### config.mk
export PLATFORM = sky130hd
export DESIGN_NAME = hall_conditioner
export DESIGN_NICKNAME = d
export VERILOG_FILES = /design/src/rtl/hall_conditioner.sv
export SDC_FILE = /design/constraint.sdc
export NUM_CORES = 1
export LEC_CHECK = 0
export CAP_MARGIN = 20
export CELL_PAD_IN_SITES_DETAIL_PLACEMENT = 1
export CELL_PAD_IN_SITES_GLOBAL_PLACEMENT = 2
export CORE_ASPECT_RATIO = 0.7
export CORE_MARGIN = 2
export CORE_UTILIZATION = 35
export CTS_CLUSTER_SIZE = 12
export DETAILED_ROUTE_END_ITERATION = 10
export GPL_TIMING_DRIVEN = 0
export HOLD_SLACK_MARGIN = 0.03
export PLACE_DENSITY_LB_ADDON = 0.1
export SLEW_MARGIN = 20
export SYNTH_ARGS = -nofsm -noshare
export SYNTH_HDL_FRONTEND = slang
export SYNTH_SLANG_ARGS = --single-unit
export TNS_END_PERCENT = 30
### constraint.sdc
create_clock -name clk -period 3.8 [get_ports clk]
set_clock_uncertainty 0.05 [all_clocks]
set_input_delay 0.57 -clock clk [delete_from_list [all_inputs] [get_ports clk]]
set_output_delay 0.57 -clock clk [all_outputs]
set_load 0.01 [all_outputs]
### src/rtl/hall_conditioner.sv
// Hall sensor front end: synchronise, debounce and validate the hall code, check
// commutation order, detect stall and measure the commutation period.
module hall_conditioner #(
    parameter int DEBOUNCE_CYCLES = 16,
    parameter int STALL_CYCLES    = 1000000,
    parameter int CNT_W           = 20
) (
    input  logic             clk,
    input  logic             reset,
    input  logic [2:0]       hall_raw,
    input  logic             enable,
    input  logic             clear_fault,
    output logic [2:0]       hall_signal,
    output logic             hall_valid,
    output logic             fault,
    output logic [1:0]       fault_code,
    output logic [CNT_W-1:0] period,
    output logic             period_valid
);

    localparam logic [7:0]       DB_LAST    = 8'(DEBOUNCE_CYCLES - 1);
    localparam logic [CNT_W-1:0] STALL_LAST = CNT_W'(STALL_CYCLES - 1);
    localparam logic [CNT_W-1:0] CNT_MAX    = '1;

    function automatic logic is_legal(input logic [2:0] c);
        return (c != 3'b000) && (c != 3'b111);
    endfunction

    // Forward commutation successor; illegal codes have none.
    function automatic logic [2:0] fwd(input logic [2:0] c);
        case (c)
            3'b001:  return 3'b011;
            3'b011:  return 3'b010;
            3'b010:  return 3'b110;
            3'b110:  return 3'b100;
            3'b100:  return 3'b101;
            3'b101:  return 3'b001;
            default: return 3'b000;
        endcase
    endfunction

    logic [2:0]       sync1, sync2, cand, stable, stable_prev;
    logic [7:0]       dcnt;
    logic [CNT_W-1:0] pcnt;
    logic             armed;

    logic [2:0]       cand_d, stable_d, hall_signal_d;
    logic [7:0]       dcnt_d;
    logic [CNT_W-1:0] pcnt_d, period_d;
    logic             armed_d, fault_d, hall_valid_d, period_valid_d;
    logic [1:0]       fault_code_d, new_code;
    logic             stepped, adjacent, legal_tr, skip, invalid, stall, raise, clearing;

    always_comb begin
        cand_d         = cand;
        stable_d       = stable;
        dcnt_d         = dcnt;
        pcnt_d         = pcnt;
        armed_d        = armed;
        fault_d        = fault;
        fault_code_d   = fault_code;
        period_d       = period;
        period_valid_d = 1'b0;

        if (sync2 != cand) begin
            cand_d = sync2;
            dcnt_d = '0;
        end else if (cand != stable) begin
            if (dcnt == DB_LAST) begin
                stable_d = cand;
                dcnt_d   = '0;
            end else begin
                dcnt_d = dcnt + 8'd1;
            end
        end

        // A stable change is judged on the cycle after it lands in stable.
        stepped  = (stable != stable_prev) && is_legal(stable) && is_legal(stable_prev);
        adjacent = (fwd(stable_prev) == stable) || (fwd(stable) == stable_prev);
        legal_tr = stepped && adjacent;
        skip     = stepped && !adjacent;
        invalid  = !is_legal(stable);
        stall    = (pcnt == STALL_LAST);
        raise    = enable && (invalid || skip || stall);
        new_code = invalid ? 2'b01 : (skip ? 2'b10 : 2'b11);
        clearing = fault && clear_fault && is_legal(stable) && !raise;

        if (raise && (!fault || (clear_fault && is_legal(stable)))) begin
            fault_d      = 1'b1;
            fault_code_d = new_code;
        end else if (clearing) begin
            fault_d      = 1'b0;
            fault_code_d = 2'b00;
        end

        if (!enable || clearing) begin
            pcnt_d  = '0;
            armed_d = 1'b0;
        end else if (legal_tr) begin
            if (armed) begin
                period_d       = (pcnt == CNT_MAX) ? CNT_MAX : pcnt + CNT_W'(1);
                period_valid_d = 1'b1;
            end
            pcnt_d  = '0;
            armed_d = 1'b1;
        end else if (pcnt != CNT_MAX) begin
            pcnt_d = pcnt + CNT_W'(1);
        end

        hall_valid_d  = !fault_d && is_legal(stable_d);
        hall_signal_d = hall_valid_d ? stable_d : 3'b000;
    end

    always_ff @(posedge clk) begin
        if (reset) begin
            sync1        <= '0;
            sync2        <= '0;
            cand         <= '0;
            stable       <= '0;
            stable_prev  <= '0;
            dcnt         <= '0;
            pcnt         <= '0;
            armed        <= 1'b0;
            fault        <= 1'b0;
            fault_code   <= '0;
            hall_signal  <= '0;
            hall_valid   <= 1'b0;
            period       <= '0;
            period_valid <= 1'b0;
        end else begin
            sync1        <= hall_raw;
            sync2        <= sync1;
            cand         <= cand_d;
            stable       <= stable_d;
            stable_prev  <= stable;
            dcnt         <= dcnt_d;
            pcnt         <= pcnt_d;
            armed        <= armed_d;
            fault        <= fault_d;
            fault_code   <= fault_code_d;
            hall_signal  <= hall_signal_d;
            hall_valid   <= hall_valid_d;
            period       <= period_d;
            period_valid <= period_valid_d;
        end
    end

endmodule

; After elaboration in Yosys (flattened, before gate mapping)
; Cells that the tools add are included.
[word_totals]
mem_bits_rw = 0
word_cells = 92
latchBits = 0
ff_bits = 72
output_inout_bits = 28
mem_bits_ro = 0
mem_count = 0
[classes]
n_reduce_logical = 35
n_addsub = 2
bitwise_logic = 3
div = 0
n_lt_le_gt_ge = 0
n_eq_ne = 24
shifts = 0
mul = 0
n_mux = 14
[op_table]
columns = operator, n
row1 = $eq A20 B20 Y1 const B, 2
row2 = $pmux W3 S6, 2
row3 = $add A20 B1 Y20 const B, 1
row4 = $mux W20, 1
row5 = $ne A20 B20 Y1 const B, 1
row6 = $eq A3 B3 Y1 const B, 6
row7 = $logic_and A1 B1 Y1, 14
row8 = $eq A3 B2 Y1 const B, 4
row9 = $mux W3, 3
row10 = $ne A3 B3 Y1, 3
row11 = $ne A3 B3 Y1 const B, 3
row12 = $reduce_bool A3 Y1, 3
row13 = $add A8 B1 Y8 const B, 1
row14 = $eq A8 B4 Y1 const B, 1
row15 = $mux W8, 1
row16 = $eq A3 B1 Y1 const B, 2
row17 = $eq A3 B3 Y1, 2
row18 = $logic_not A1 Y1, 6
row19 = $mux W2, 3
row20 = $reduce_or A2 Y1, 3
row21 = $reduce_or A3 Y1, 2
row22 = $logic_or A1 B1 Y1, 5
row23 = $mux W1, 4
row24 = $not A1 Y1, 3
row25 = 2 further kinds, 2

; Logic depth before layout (Yosys ltp)
; Gate-level depths: netlist of the first run.
[logic_depth]
depth_word = 17
ltp_mapped = 10

; Worst setup path before layout of the first run
; OpenSTA, ideal clock, no wires.
[synth_timing]
kind = reg-to-reg
start = register pcnt[0]
end = register pcnt[9]
setup_ps = 70
path_slack_ps = 1688
t_arrival_ps = 1992
stages_incl_launch_ff = 9
t_required_ps = 3680
cell_sequence = dfxtp_1 -> ha_1 -> nand2_1 -> nor3_1 -> and4_1 -> a211oi_4 -> or4_1 -> buf_2 -> a21oi_1
[synth_between]
elab_chain_cells = 7
elab_cells_between_ends = 9
cone_classes = add/sub: 1 / eq/ne: 2 / reduce/logical: 6
[synth_rtl]
columns = element, line
row1 = from (decl), 44  ; logic [CNT_W-1:0] pcnt;
row2 = from (signal assigned), 137  ; pcnt <= pcnt_d;
row3 = "parallel branches: the longest is 7 deep, another holds $add A20 B1 Y20", -
; Several ways; the timed one is not identified.
; A chain may end at the register's enable or synchronous reset.

; Worst setup path in the final report of the first run
[layout_timing]
start = register pcnt[0]
end = register period[15]
[layout_between]
elab_chain_cells = 8
elab_cells_between_ends = 11
cone_classes = add/sub: 1 / eq/ne: 2 / mux: 1 / bitwise: 1 / reduce/logical: 6
[layout_rtl]
columns = element, line
row1 = "parallel branches: the longest is 8 deep, another holds $add A20 B1 Y20", -
row2 = to (signal assigned), 143  ; period <= period_d;
row3 = to (decl), 17  ; output logic [CNT_W-1:0] period,
; Several ways; the timed one is not identified.

==> results list, run 1 <==
* Run status: completed
* Maximum number of pins on one net before global-route repair: 14
- In the post-synthesis netlist, the cell with the most instances is sky130_fd_sc_hd__dfxtp_1.
- Post-synthesis sequential area ratio: between 40% and 50%
- Gates resized during post-CTS repair numbered 0.
- Area share of the leading cell type in the synthesized netlist: approximately 44%
* Antenna violations before repair: 0
- Once the floorplan was initialized, standard cells occupied 35.96% of the core.
- Final hold analysis gives a worst-case slack of 0.3908 ns.
- Wire length of the first global-routing pass: 14750 um
- Latest clock arrival within the worst-skew pair: 0.34 ns
* Area growth from synthesis to layout: 25.53%
* Leading cell types by total area after synthesis: sky130_fd_sc_hd__dfxtp_1 44%, sky130_fd_sc_hd__a21oi_1 5.9%, sky130_fd_sc_hd__xnor2_1 5.4%
- The first detailed-routing pass ran for 4 iterations.
- After synthesis, the mean cell area works out to between 8 and 9 sq um.
- Final wirelength: 8733 um
- The max-slew violation count is 0.
- Max FO, Critical Path: 10
- For this design, the CTS-stage hold fixing added 0 buffers.
* DRC violations left: 0
* #FFs+latches synth: 72
- The number of hold-slack violations in the final timing report is 0.
- The via count of the first global-routing pass came to between 2000 and 3000.
- Die height: 84.62 um
- Mux contribution to synthesized area: about 1.5%
- Ant. Diodes: 0
* Final #Nets: 416
- For flop-to-flop paths, the worst setup slack is 1.17 ns.
- Dividing the detail-routed wire length by the instance count gives 16.29 um.
- The tree is rooted in a sky130_fd_sc_hd__clkbuf_16.
- Pwr/cell area: 442.6 nW/um^2
- Clock slew seen by the registers of the worst setup and hold paths: 0.06 ns
- Across the whole layout, storage elements account for roughly 1400 sq um.
- Cells fill 45.15% of the core in the end.
- For this design the static power due to leakage is 1.340 nW.
- In this run the deepest clock path goes through 2 buffers.
* Clock tree from TritonCTS: yes
- Number of vias per cell after detailed routing: between 5 and 6
* Setup-failing EPs final: 0
- Pin placement for this block handled 35 I/O pins.
* Critical Path, Cell by Cell: ha_1 > nand2_1 > nor3_1 > and4_1 > a211o_1 > buf_2 > buf_2 > a21oi_1 > a311oi_2
* Category of cells accounting for the largest share of critical-path delay: simple AND/OR/NAND/NOR gates
- Distinct cell type count after synthesis: 48
* Number of placed cells counting well taps: 520
- Class of the tightest hold or removal check: register to register
* Library cell with the largest summed area after synthesis: sky130_fd_sc_hd__dfxtp_1
- CTS buffer count: 9
- In the final layout, the share of cells above drive strength 1 is 10.44%.
- Violation count after the first detailed-routing iteration: about 100
* Most instantiated flip-flop cell in the synthesis netlist: sky130_fd_sc_hd__dfxtp_1
- Area share of and/or/nand/nor cells after synthesis: approximately a quarter
* Delay of the slowest cell on the worst path: 0.43 ns
* Post-synth top cells: 72 x sky130_fd_sc_hd__dfxtp_1, 43 x sky130_fd_sc_hd__nor2_1, 38 x sky130_fd_sc_hd__a21oi_1
- GRT Util Overall: 18.50%
- The floorplan step set the die width to 119.2 um.
* Async S/R FF share, synth: 0%
* Number of buffer and inverter stages on the critical path: 2
- Cell at the slowest stage of the critical path: sky130_fd_sc_hd__dfxtp_1
- Max Cap Violations: 0
- Among the stages of the critical path, the cell type that occurs most often is sky130_fd_sc_hd__buf_2.
* Post-placement setup slack: 1.164 ns
- Slew headroom: roughly 44%
- Total nets after synthesis: 372
- Layout Cells excl Fill: 536
- For this design, the sink count on the clock tree is 72.
* Number of synthesized flops with an enable pin: 0
- Row count: 29
- Arrival time of data at the critical path endpoint: 2.83 ns
- Antenna-violating nets left: 0
- Setup ws final: approximately 1.2 ns
- The number of setup buffers added after CTS is 0.
- Via count: 2810
- The worst setup path is captured at a register.
- Synth warn: 0
- Startpoint class of the critical path: register
- Classification of the worst setup path: register to register
- VDD sags by at most 0.2346 mV.
- After filler insertion, the fill cell instance count of the layout stands at 1068.
* Xor/xnor share of the synthesized area: 8.356%
- The routed design could run at a clock period as short as approximately 2.6 ns.
* Gate count after technology mapping: 363
* Total core area: 9035 sq um
- Of the total synthesized cell area, the portion taken by full adders, half adders and majority gates is 0.7701%.
- Summed over all layers, the global routing overflow is 0.
- Derived from the worst setup path, the maximum achievable clock frequency is 379.7 MHz.
- Setup repair after global routing left no endpoint under its margin.
- For the worst setup path, the data required time is approximately 4 ns.
* Combined area of the multi-input logic cells: 1682 sq um
- Largest family of logic cells by synthesized area: simple AND/OR/NAND/NOR gates
* Deepest level of the CTS H-tree: 3
- Detailed placement finished with a half-perimeter wire length of around 6300 um.
* Combined area of all synthesized cells: 3249 sq um
- Die area: 10080 sq um
- At the end of routability-driven placement, the weighted congestion stood at 0.8032.
* Total negative slack: 0 ns
- During placement, the flow inserted port buffers numbering 33.
- After layout, the worst path uses 69.30% of the clock period.
* Fraction of the mapped netlist area in compound gates: 17.33%
- For the pin with the worst max-slew slack, the measured transition is 0.8284 ns.
routing by layer:
layer | wire length (um) | vias to the layer above | track usage (%)
met5 | 0 | - | 0
met4 | 112 | 0 | 4.654
met3 | 321 | 10 | 5.299
met2 | 3458 | 43 | 25.44
met1 | 4840 | 1367 | 27.99
li1 | - | 1390 | -
flip-flops by register name, indices dropped and copies added (netlist names):
register	count
hall_signal	3
hall_valid	1
fault	1
dcnt	8
period_valid	1
period	20
armed	1
pcnt	20
stable	3
fault_code	2
cand	3
sync2	3
stable_prev	3
sync1	3
worst paths after layout:
kind	from	to	cells after the start
hold / removal	sync1[1]	sync2[1]	1
setup / recovery	pcnt[0]	period[15]	9
setup reg to reg	pcnt[0]	period[15]	9
hold reg to reg	sync1[1]	sync2[1]	1
layout make-up:
cell class / count / share of cell area, %
Tap cell: 124 / 3.804
Multi-Input combinational cell: 263 / 41.23
Buffer: 20 / 2.362
Clock inverter: 6 / 2.822
Timing Repair Buffer: 33 / 8.098
Sequential cell: 72 / 35.34
Clock buffer: 10 / 5.614
Inverter: 8 / 0.7362
logic make-up (layout without fill, tap and decap cells):
kind of cell	Yosys count	count (layout)
flops	72	72
simple gates	145	145
xor+xnor	31	31
compound gates	80	80
mux	5	5
buf+inv	28	77
fa+ha+maj	2	2
stage by stage:
stage / total power [mW] / area [sq um]
global placement: 0.8371 / 3735
CTS: 1.820 / 4079
global route: 1.866 / 4079
finish: 1.805 / 4079
detailed placement: 0.8375 / 3735
floorplan: 0.8155 / 3249
worst reg2reg max path: cells and delay by family, from the launching register on:
| kind | cells | cell delay, ns |
|---|---|---|
| adders and majority gates | 1 | 0.27 |
| buffers and inverters | 2 | 0.50 |
| AOI/OAI and AO/OA | 3 | 0.51 |
| DFF | 1 | 0.43 |
| and+or+nand+nor | 3 | 0.80 |
layout by cell type (no fill, tap or decap), types with 8 or more instances in the layout:
master and instances:
sky130_fd_sc_hd__a211oi_2 8, sky130_fd_sc_hd__a21oi_1 38, sky130_fd_sc_hd__buf_2 11, sky130_fd_sc_hd__clkbuf_1 8, sky130_fd_sc_hd__clkbuf_16 9, sky130_fd_sc_hd__clkdlybuf4s50_1 33
sky130_fd_sc_hd__dfxtp_1 72, sky130_fd_sc_hd__nand2_1 18, sky130_fd_sc_hd__nand3_1 17, sky130_fd_sc_hd__nand4_1 9, sky130_fd_sc_hd__nor2_1 43, sky130_fd_sc_hd__nor2b_1 14
sky130_fd_sc_hd__xnor2_1 20, sky130_fd_sc_hd__xor2_1 11
where the power goes:
part / total, mW / leakage, nW / switching (mW) / internal [mW]
combinational: 0.0519 / 0.595 / 0.0311 / 0.0208
sequential: 0.769 / 0.582 / 0.00668 / 0.762
clock: 0.985 / 0.163 / 0.340 / 0.645
total: 1.81 / 1.34 / 0.378 / 1.43
No activity file was read; power rests on OpenSTA's default activity.
==> run 2, diff against run 1 <==
CORE_UTILIZATION = 34   (was 35)
clock period = 2.57 ns   (was 3.8 ns; I/O delays follow)
==> results list, run 2 (synthesis results as in run 1) <==
- Run status: completed
* Router iterations before antenna repair: 6
- In the routed design, unresolved DRC markers number 0.
- Along the worst path, the maximum fanout reaches 10.
* Clock slew seen by the registers of the worst setup and hold paths: 0.06 ns
* Number of buffers between clock root and the deepest sink: 2
- Latest clock arrival within the worst-skew pair: 0.33 ns
- Port-buffer cells: 33
- The number of placed instances, taps included, is 520.
* Area taken by flip-flops and latches: ~1400 sq um
- Buffers inserted during clock tree synthesis total 9.
- Startpoint class of the critical path: register
- Final #Nets: 417
- Layout Cells excl Fill: 537
- The number of antenna violations at the first check in global routing is 0.
* Clock tree sinks: 72
- Wire length of the first global-routing pass: 14770 um
* Die area: 10370 sq um
- DIE WIDTH: between 100 and 150 um
- The path with the worst hold slack has its endpoint at sync2[1].
* Weighted congestion reported at the end of routability-driven placement: 0.7971
* Setup-failing EPs final: 0
- Of the available clock period, the critical path in the final layout requires 92.61%.
- Final period demand of the worst path: around 2.4 ns
- VDD sags by at most between 0.2 and 0.3 mV.
- Antenna-violating nets left: 0
- Total negative slack: 0 ns
- The library cell used most frequently in the layout, excluding fill and tap cells, is sky130_fd_sc_hd__dfxtp_1.
- Final wirelength: 8762 um
- Depth of the worst register-to-register path: 7
- The post-route netlist has 12.35% of its cells at a drive strength greater than 1.
- Deepest level of the CTS H-tree: 3
* Violation count after the first detailed-routing iteration: 121
- Power spread over the standard cell area amounts to 616.6 nW/um^2.
* Overall power after layout: 2.523 mW
- Io pins: 35
* Maximum number of pins on one net before global-route repair: 13
* Class of the tightest hold or removal check: register to register
- Starting density of the core: 35.40%
* Arrival time of data at the critical path endpoint: around 2.6 ns
- HPWL after detailed placement: 6482 um
- The analysis attributes to cell leakage a power of 1.335 nW.
* Actual slew at the worst max-slew pin: between 0.7 and 0.8 ns
- Cell area reported after detailed placement: roughly 3700 sq um
- Final global-route overflow total: 0
- Max-cap violations in this run came to 0.
- Post-detailed-route wirelength per cell: 16.32 um
* Source of the worst register-to-register timing path: stable[1]
- TritonCTS built the clock tree.
- The largest registers in the layout are pcnt (20), period (20), dcnt (8).
- After routing the design area is 4093 sq um.
* Area growth from synthesis to layout: 25.95%
- In the layout the commonest cells are 71 x sky130_fd_sc_hd__dfxtp_1, 43 x sky130_fd_sc_hd__nor2_1, 38 x sky130_fd_sc_hd__a21oi_1, 33 x sky130_fd_sc_hd__clkdlybuf4s50_1, 20 x sky130_fd_sc_hd__xnor2_1.
- Combined area of the multi-input logic cells: 1703 sq um
- Final worst hold slack: 0.3866 ns
- The max-slew violation count was 0.
- Number of hold-slack violations in the final timing report: 0
- Setup ws final: 0.1899 ns
- Terminus of the critical flop-to-flop path: period[15]
- Across every metal layer, demand over resource in global routing totals 18.02%.
- Worst hold path startpoint: sync1[1]
- In this run the clock root is driven by a sky130_fd_sc_hd__clkbuf_16.
* Die height: roughly 86 um
- Row count: 29
- OpenSTA, run right after detailed placement, puts the worst setup slack at -0.1237 ns.
- Classification of the worst setup path: register to register
- For flop-to-flop paths, the worst setup slack is 0.19 ns.
- Slew headroom: roughly half
- Via count of the first global-routing pass: roughly 2800
- Data on the critical path is required at its endpoint by 2.76 ns.
- Ant. Diodes: 0
- Fmax: 420.2 MHz
- Post-layout utilization of the core: 44.58%
- RSZ-0062 raised after global routing: no
- The worst setup path is captured at a register.
- Total core area: 9180 sq um
* Via count: about 2900
- Hold path depth: 1
- After filler insertion, the fill cell instance count of the layout stands at 1064.
- Number of vias per cell after detailed routing: 5.307
-- run 2: how the worst max path moves through the flow --
stage	cells after the start	slack, ns	from	to
after global placement	9	-0.06	pcnt[0]	period[15]
after detailed placement	9	-0.12	pcnt[0]	period[15]
after global routing	7	0.00002	stable[1]	period[13]
after floorplan	8	0.46	pcnt[0]	pcnt[9]
after CTS	9	0.02	pcnt[0]	period[15]
final	7	0.19	stable[1]	period[15]
-- run 2: metal layers --
layer / vias to the layer above / wire length, um / track usage (%)
met1: 1401 / 4781 / 27.30
met2: 50 / 3565 / 25.33
li1: 1392 / - / -
met3: 7 / 347 / 4.654
met5: - / 0 / 0
met4: 0 / 68 / 4.123
-- run 2: final cells by class --
| class | count | share of cell area (%) |
|---|---|---|
| timing repair buffer | 34 | 8.254 |
| multi-input combinational | 263 | 41.61 |
| sequential | 72 | 35.25 |
| clock inverter | 4 | 1.253 |
| tap | 124 | 3.791 |
| inverter | 8 | 0.7337 |
| clock buffer | 12 | 6.512 |
| buffer | 20 | 2.599 |
-- run 2: report_power, final --
| group | switching [mW] | total (mW) | internal, mW |
|---|---|---|---|
| registers | 0.00949 | 1.14 | 1.13 |
| logic | 0.0467 | 0.0776 | 0.0309 |
| clock network | 0.478 | 1.31 | 0.831 |
-- run 2: what timing repair did --
| action | in CTS | in global routing |
|---|---|---|
| gates resized for setup | 2 | 10 |
| cloned | 0 | 0 |
| setup endpoints to repair | 30 | 33 |
| hold buffers | 0 | 0 |
| buffers inserted | 0 | 1 |
| pin swaps | 0 | 2 |
-- run 2: worst max-delay path, cell delays in order, from the launching register on --
cell and delay [ns]:
sky130_fd_sc_hd__dfxtp_1 0.45, sky130_fd_sc_hd__or2b_1 0.18, sky130_fd_sc_hd__a21oi_1 0.08, sky130_fd_sc_hd__a2111o_1 0.47, sky130_fd_sc_hd__a211oi_4 0.47, sky130_fd_sc_hd__nor2_4 0.14
sky130_fd_sc_hd__buf_6 0.19, sky130_fd_sc_hd__a311oi_2 0.25
